<file path="config.mk">
export PLATFORM = sky130hd
export DESIGN_NAME = stopwatch_ctrl_fsm
export DESIGN_NICKNAME = d
export VERILOG_FILES = /design/src/rtl/stopwatch_ctrl_fsm_pkg.sv /design/src/rtl/stopwatch_ctrl_fsm_lap_capture.sv /design/src/rtl/stopwatch_ctrl_fsm.sv
export SDC_FILE = /design/constraint.sdc
export NUM_CORES = 1
export LEC_CHECK = 0
export CELL_PAD_IN_SITES_DETAIL_PLACEMENT = 1
export CELL_PAD_IN_SITES_GLOBAL_PLACEMENT = 2
export CORE_ASPECT_RATIO = 0.8
export CORE_MARGIN = 2
export CORE_UTILIZATION = 28
export CTS_CLUSTER_SIZE = 14
export DETAILED_ROUTE_END_ITERATION = 8
export GPL_TIMING_DRIVEN = 0
export PLACE_DENSITY = 0.78
export SYNTH_ARGS = -nofsm -noshare
export SYNTH_HDL_FRONTEND = slang
export SYNTH_SLANG_ARGS = --single-unit
</file>
<file path="constraint.sdc">
create_clock -name clk -period 2 [get_ports clk]
set_clock_uncertainty 0.05 [all_clocks]
set_input_delay 0.5 -clock clk [delete_from_list [all_inputs] [get_ports clk]]
set_output_delay 0.5 -clock clk [all_outputs]
set_load 0.005 [all_outputs]
</file>
<file path="src/rtl/stopwatch_ctrl_fsm_pkg.sv">
`default_nettype none
// ============================================================================
// stopwatch_ctrl_fsm_pkg : state encodings and constants shared by the
//                          stopwatch controller, counter and tick generator
// Revision: 1.0
// ============================================================================
package stopwatch_ctrl_fsm_pkg;

  typedef enum logic [1:0] {
    ST_IDLE  = 2'd0,
    ST_RUN   = 2'd1,
    ST_STOP  = 2'd2,
    ST_CLEAR = 2'd3
  } state_t;

  localparam int CNT_MAX  = 9999;
  localparam int TICK_DIV = 10_000_000;

endpackage
`default_nettype wire

</file>
<file path="src/rtl/stopwatch_ctrl_fsm_lap_capture.sv">
`default_nettype none
// ============================================================================
// lap_capture : lap hold register and its active flag
// Revision: 1.0
// ============================================================================
module lap_capture #(
  parameter int CNT_W = 14
) (
  input  logic             clk,
  input  logic             reset,
  input  logic             capture,
  input  logic             lap_release,
  input  logic             flush,
  input  logic [CNT_W-1:0] i_count,
  output logic             o_lap_active,
  output logic [CNT_W-1:0] o_lap_value
);

  // flush outranks capture so a clear always leaves a zeroed register
  always_ff @(posedge clk or posedge reset) begin
    if (reset) begin
      o_lap_active <= 1'b0;
      o_lap_value  <= '0;
    end else if (flush) begin
      o_lap_active <= 1'b0;
      o_lap_value  <= '0;
    end else if (capture) begin
      o_lap_active <= 1'b1;
      o_lap_value  <= i_count;
    end else if (lap_release) begin
      o_lap_active <= 1'b0;
    end
  end

endmodule
`default_nettype wire

</file>
<file path="src/rtl/stopwatch_ctrl_fsm.sv">
`default_nettype none
// ============================================================================
// stopwatch_ctrl_fsm : run/stop/clear sequencing with lap-hold display path
// Revision: 1.0
// ============================================================================
module stopwatch_ctrl_fsm
  import stopwatch_ctrl_fsm_pkg::*;
#(
  parameter int CNT_W = 14
) (
  input  logic             clk,
  input  logic             reset,
  input  logic             i_mode,
  input  logic             i_run_stop,
  input  logic             i_clear,
  input  logic [CNT_W-1:0] i_count,
  output logic             o_mode,
  output logic             o_run_stop,
  output logic             o_clear,
  output logic [CNT_W-1:0] o_disp_data,
  output logic             o_lap_active,
  output logic [1:0]       o_state
);

  state_t             r_state;
  state_t             w_next;
  logic               w_capture;
  logic               w_release;
  logic               w_flush;
  logic [CNT_W-1:0]   w_lap_value;

  // run/stop always wins over a coincident clear pulse
  always_comb begin
    w_next    = r_state;
    w_capture = 1'b0;
    w_release = 1'b0;
    w_flush   = 1'b0;
    case (r_state)
      ST_IDLE: begin
        if (i_run_stop) w_next = ST_RUN;
      end
      ST_RUN: begin
        if (i_run_stop) begin
          w_next = ST_STOP;
        end else if (i_clear) begin
          w_capture = ~o_lap_active;
          w_release = o_lap_active;
        end
      end
      ST_STOP: begin
        if (i_run_stop) begin
          w_next = ST_RUN;
        end else if (i_clear) begin
          if (o_lap_active) begin
            w_release = 1'b1;
          end else begin
            w_next  = ST_CLEAR;
            w_flush = 1'b1;
          end
        end
      end
      ST_CLEAR: w_next = ST_IDLE;
      default:  w_next = ST_IDLE;
    endcase
  end

  // direction is frozen for the whole run; sampled freely otherwise
  always_ff @(posedge clk or posedge reset) begin
    if (reset) begin
      r_state    <= ST_IDLE;
      o_run_stop <= 1'b0;
      o_clear    <= 1'b0;
      o_mode     <= 1'b0;
    end else begin
      r_state    <= w_next;
      o_run_stop <= (w_next == ST_RUN);
      o_clear    <= (w_next == ST_CLEAR);
      if (r_state != ST_RUN) o_mode <= i_mode;
    end
  end

  lap_capture #(
    .CNT_W (CNT_W)
  ) u_lap_capture (
    .clk          (clk),
    .reset        (reset),
    .capture      (w_capture),
    .lap_release  (w_release),
    .flush        (w_flush),
    .i_count      (i_count),
    .o_lap_active (o_lap_active),
    .o_lap_value  (w_lap_value)
  );

  assign o_state     = r_state;
  assign o_disp_data = o_lap_active ? w_lap_value : i_count;

endmodule
`default_nettype wire

</file>
After elaboration in Yosys (flattened, before gate mapping). Cells that the tools add are included.

Equality and inequality tests: 6. Mux-type cells: 25. Bitwise gates (word level): 1. Reduce and logical (&&, ||, !) cells: 3.

Operator list (count): $mux 14 (3); $mux 1 (15); $mux 2 (5); $pmux 2 s4 (1); $eq 2x2->1 const B (3); $eq 2x1->1 const B (2); $reduce_bool 3->1 (1); $logic_not 2->1 (1); $ne 2x1->1 const B (1); $pmux 1 s2 (1); $reduce_bool 2->1 (1); $not 1->1 (1).

Register bits after elaboration: 20. Output and inout port bits: 20. Logic and storage cells: 41.

Depth between registers and ports, before layout.
Depth after elaboration: 7. Depth in mapped cells: 6.

Modules after synthesis. Synthesis repeated with hierarchy kept, for this count alone.

Cells, all modules: 99. Area total of the unflattened synthesis: 1149.9 um^2.

By module, submodules not included: lap_capture (instances 1, cells an instance 50, area each 623.1 um^2, sequential area each 375.4 um^2); stopwatch_ctrl_fsm (instances 1, cells an instance 49, area each 526.8 um^2, sequential area each 125.1 um^2).

Worst setup path before layout. OpenSTA, ideal clock, no wires.

Path type: register to output. Start: register u_lap_capture.o_lap_active. End: output port o_disp_data[10]. Arrival: 1.055 ns. Data required time: 1.450 ns. Setup slack: 0.395 ns. Stages on the path, launching flop included: 4. Cell sequence: dfrtp_1 buf_6 buf_2 mux2_2.

Longest elaborated chain between the ends: 1.

RTL lines: from (decl) (RTL line stopwatch_ctrl_fsm_lap_capture.sv:15) `output logic o_lap_active,`; from (signal assigned) (RTL line stopwatch_ctrl_fsm_lap_capture.sv:22) `o_lap_active <= 1'b0;`; from (signal assigned) (RTL line stopwatch_ctrl_fsm_lap_capture.sv:25) `o_lap_active <= 1'b0;`; from (signal assigned) (RTL line stopwatch_ctrl_fsm_lap_capture.sv:28) `o_lap_active <= 1'b1;`; $mux 14 (RTL line stopwatch_ctrl_fsm.sv:96) `assign o_disp_data = o_lap_active ? w_lap_value : i_count;`; to (decl) (RTL line stopwatch_ctrl_fsm.sv:20) `output logic [CNT_W-1:0] o_disp_data,`.

Every way passes these cells.

Worst setup path after layout.
Start: register u_lap_capture.o_lap_active. End: output port o_disp_data[9].

The elaborated chain is that of the path after synthesis.

==> results by group <==
Die
  • Chip Width: approximately 74 um
  • Full die area: between 0.004 and 0.005 mm2
  • IO Pins: 39
  • Initial core utilization: 0.289
  • Standard-cell row count: 20
  • Core area: 0.00378 mm2
  • Die height: roughly 60 um

STA
  • Hold_ws: between 0.4 and 0.5 ns
  • Slew Limit Fails: 0
  • Fmax: 502 MHz
  • Worst-Margin Slew: 0.769 ns
  • Final Setup Violations: 0
  • Normalized max-slew margin: 0.487
  • Period utilization: 0.995
  • Min Tclk post-route: between 1.5 and 2 ns
  • Final hold violation count: 0
  • RSZ-0062 raised after global routing: yes

Worst setup path
  • CP delay by family, top: buffers and inverters
  • Worst Setup Start Kind: register
  • WP data arrival: ~1.4 ns
  • Flop-to-flop setup slack: around 0.22 ns
  • Crit path capture type: primary output
  • CP Max Fanout: 5
  • Critical-path cell list: buf_6 > buf_8 > buf_6 > mux2_2 > buf_6
  • CP dominant cell by count: buf_6
  • Worst EP required: 1.45 ns
  • Worst R2R End: u_lap_capture.o_lap_value[7]$_DFFE_PP0P_
  • WS Path Type: reg -> out
  • CP max stage cell: dfrtp_1
  • Reg2Reg Depth: 5
  • CP bufs+invs: 4
  • R2r startpoint: o_state[0]$_DFF_PP0_
  • Slowest stage delay, CP: roughly 0.37 ns

Clock network
  • CTS tree: yes
  • CTS Hold Bufs: 0
  • Root Buffer: clkbuf_8
  • Skew-Pair Late Insertion Delay: approximately 0.26 ns
  • H-tree lvl count: 1
  • CTS Buf Count: 3
  • Clk buf depth: 2
  • Clk pin slew, worst setup/hold paths: around 0.07 ns
  • Clock sinks: 20

Synth
  • Top-area cell type share of the netlist area: 0.459
  • Commonest cells post-synth: dfrtp_1, mux2_2, a22o_2
  • Count leader, synth: dfrtp_1
  • Ys flop type: dfrtp_1
  • Leading area contributor after synthesis: dfrtp_1
  • Synth Instances: 85
  • Synthesized Nets: approximately 110
  • Yosys reg bits: 20
  • Fraction of registers with async set/reset: 1.00
  • Post-synthesis sequential area ratio: 0.459
  • Synth warn: 0
  • Synth Area per Inst: 12.8 um2
  • Post-synth EDFFs: 0
  • Area contributors post-synth: dfrtp_1, mux2_2, a22o_2
  • Post-synthesis instance area: about 0.0011 mm2
  • Number of distinct library cells after synthesis: 26

Detailed routing
  • Antenna viol nets, final: 0
  • DR pass1 iterations: 4
  • Final WL: 2.83 mm
  • Vias/cell: 4.73
  • DR vias: roughly 890
  • DR DRC count: 0
  • Initial drt markers: 17
  • Wire per inst: roughly 15 um

Cells and area
  • Inserted Diodes: 0
  • P&R area growth vs syn: 49.4%
  • Filler instances: ~420
  • Post-layout net count: between 150 and 200
  • Share of cells above drive strength 1: 0.418

Worst hold path
  • HP Start: u_lap_capture.o_lap_value[9]$_DFFE_PP0P_
  • Hold endpoint: u_lap_capture.o_lap_value[9]$_DFFE_PP0P_
  • Hold Path Depth: 1
  • Hold/Removal Path Class: reg -> reg

Global routing
  • Number of global-route vias before repair: approximately 970
  • Initial antenna violation count: 0
  • Pin count of the biggest net entering global routing: 21
  • GRT overflow: 0
  • Total track usage: 0.135
  • First-pass GRT wire length: about 4.6 mm

Power
  • PwrDens: between 1000 and 1500 mW/mm2
  • VDD IR max: 413 uV
  • Switch share: 0.327
  • Internal power: about 1.5 mW
  • Pleak: just over 0.7 nW
  • Reg power frac: 0.316
  • Overall Power: approximately 2.2 mW
  • Combinational Power Share: 0.565
  • Clk pwr share: 0.119
  • P_sw: slightly above 0.7 mW

Placed design
  • PortBufs: 37
  • Dpl hpwl: between 1.5 and 2 mm
  • Placer Congestion: just over 0.7

Job
  • Max-Cap Viols: 0

Run status
  • Status: finished, final reports clean
==> registers in the layout, summed over array words and instances (netlist names) <==
signal	flops
o_mode	1
u_lap_capture.o_lap_value	14
o_state	2
u_lap_capture.o_lap_active	1
o_clear	1
o_run_stop	1
==> layer usage <==
layer / up-vias / GRT usage / share of wire
met1: 454 / 0.170 / 0.41
met4: 0 / 0.0312 / 0.0088
met5: - / 0 / 0
met3: 2 / 0.0152 / 0.032
met2: 18 / 0.249 / 0.55
li1: 420 / - / -
==> cell families after synthesis <==
| logic type | Yosys count | synth area share |
|---|---|---|
| compound gates | 26 | 0.208 |
| buf+inv | 11 | 0.0550 |
| mux | 17 | 0.174 |
| simple gates | 8 | 0.0700 |
| fa+ha+maj | 3 | 0.0344 |
| flops | 20 | 0.459 |
==> final cells by class <==
cell class / instances / area, um2 / area share
multi-input cells: 54 / 533 / 0.327
flip-flops and latches: 20 / 500 / 0.307
repair buffers: 46 / 417 / 0.256
well taps: 55 / 68.8 / 0.0422
plain buffers: 5 / 47.5 / 0.0292
clock buffers: 3 / 41.3 / 0.0253
inverters: 6 / 22.5 / 0.0138
==> through the flow <==
stage | cells | setup TNS, ns | instance area [um2] | utilization | setup WS, ns
final | 189 | 0 | 1630 | 0.431 | 0.00942
after detailed placement | 177 | -4.54 | 1530 | 0.405 | -0.211
after CTS | 186 | 0 | 1590 | 0.420 | 0.00466
after global placement | 177 | -3.63 | 1530 | 0.405 | -0.208
after floorplan | 85 | 0 | 1090 | - | 0.395
after global routing | 189 | -0.205 | 1630 | 0.431 | -0.0374
==> power groups by stage <==
stage	Combinational, mW	Clock, mW	Sequential, mW
floorplan	0.672	0	0.669
global placement	1.13	0	0.685
detailed placement	1.16	0	0.696
CTS	1.19	0.272	0.695
global route	1.35	0.290	0.721
finish	1.24	0.262	0.694
==> how the worst max path moves through the flow <==
stage | start | to | slack, ns | cells after the start
finish | u_lap_capture.o_lap_active$_DFFE_PP0P_ | o_disp_data[9] | 0.009 | 5
global route | u_lap_capture.o_lap_active$_DFFE_PP0P_ | o_disp_data[9] | -0.04 | 5
CTS | u_lap_capture.o_lap_active$_DFFE_PP0P_ | o_disp_data[8] | 0.005 | 5
detailed placement | i_count[4] | o_disp_data[4] | -0.21 | 3
global placement | i_count[8] | o_disp_data[8] | -0.21 | 3
floorplan | u_lap_capture.o_lap_active$_DFFE_PP0P_ | o_disp_data[10] | 0.39 | 3
==> timing repair <==
action                                  CTS  global route
endpoints found under the setup margin   14            23
resized for setup                        49            11
endpoints found under the hold margin     0             0
buffers inserted                          6             3
==> placed cells by master (no fill, tap or decap), types with 2 or more instances in the layout <==
cell	instances
a21oi_1	2
a22o_1	5
a22o_2	9
buf_2	7
buf_4	6
buf_6	8
clkbuf_2	2
clkbuf_8	3
clkdlybuf4s15_1	4
clkdlybuf4s50_1	19
dfrtp_1	20
dlygate4sd2_1	3
ha_1	2
inv_1	6
mux2_2	16
nor3b_1	2
nor3b_4	2
(Power assumes the default switching activity.)
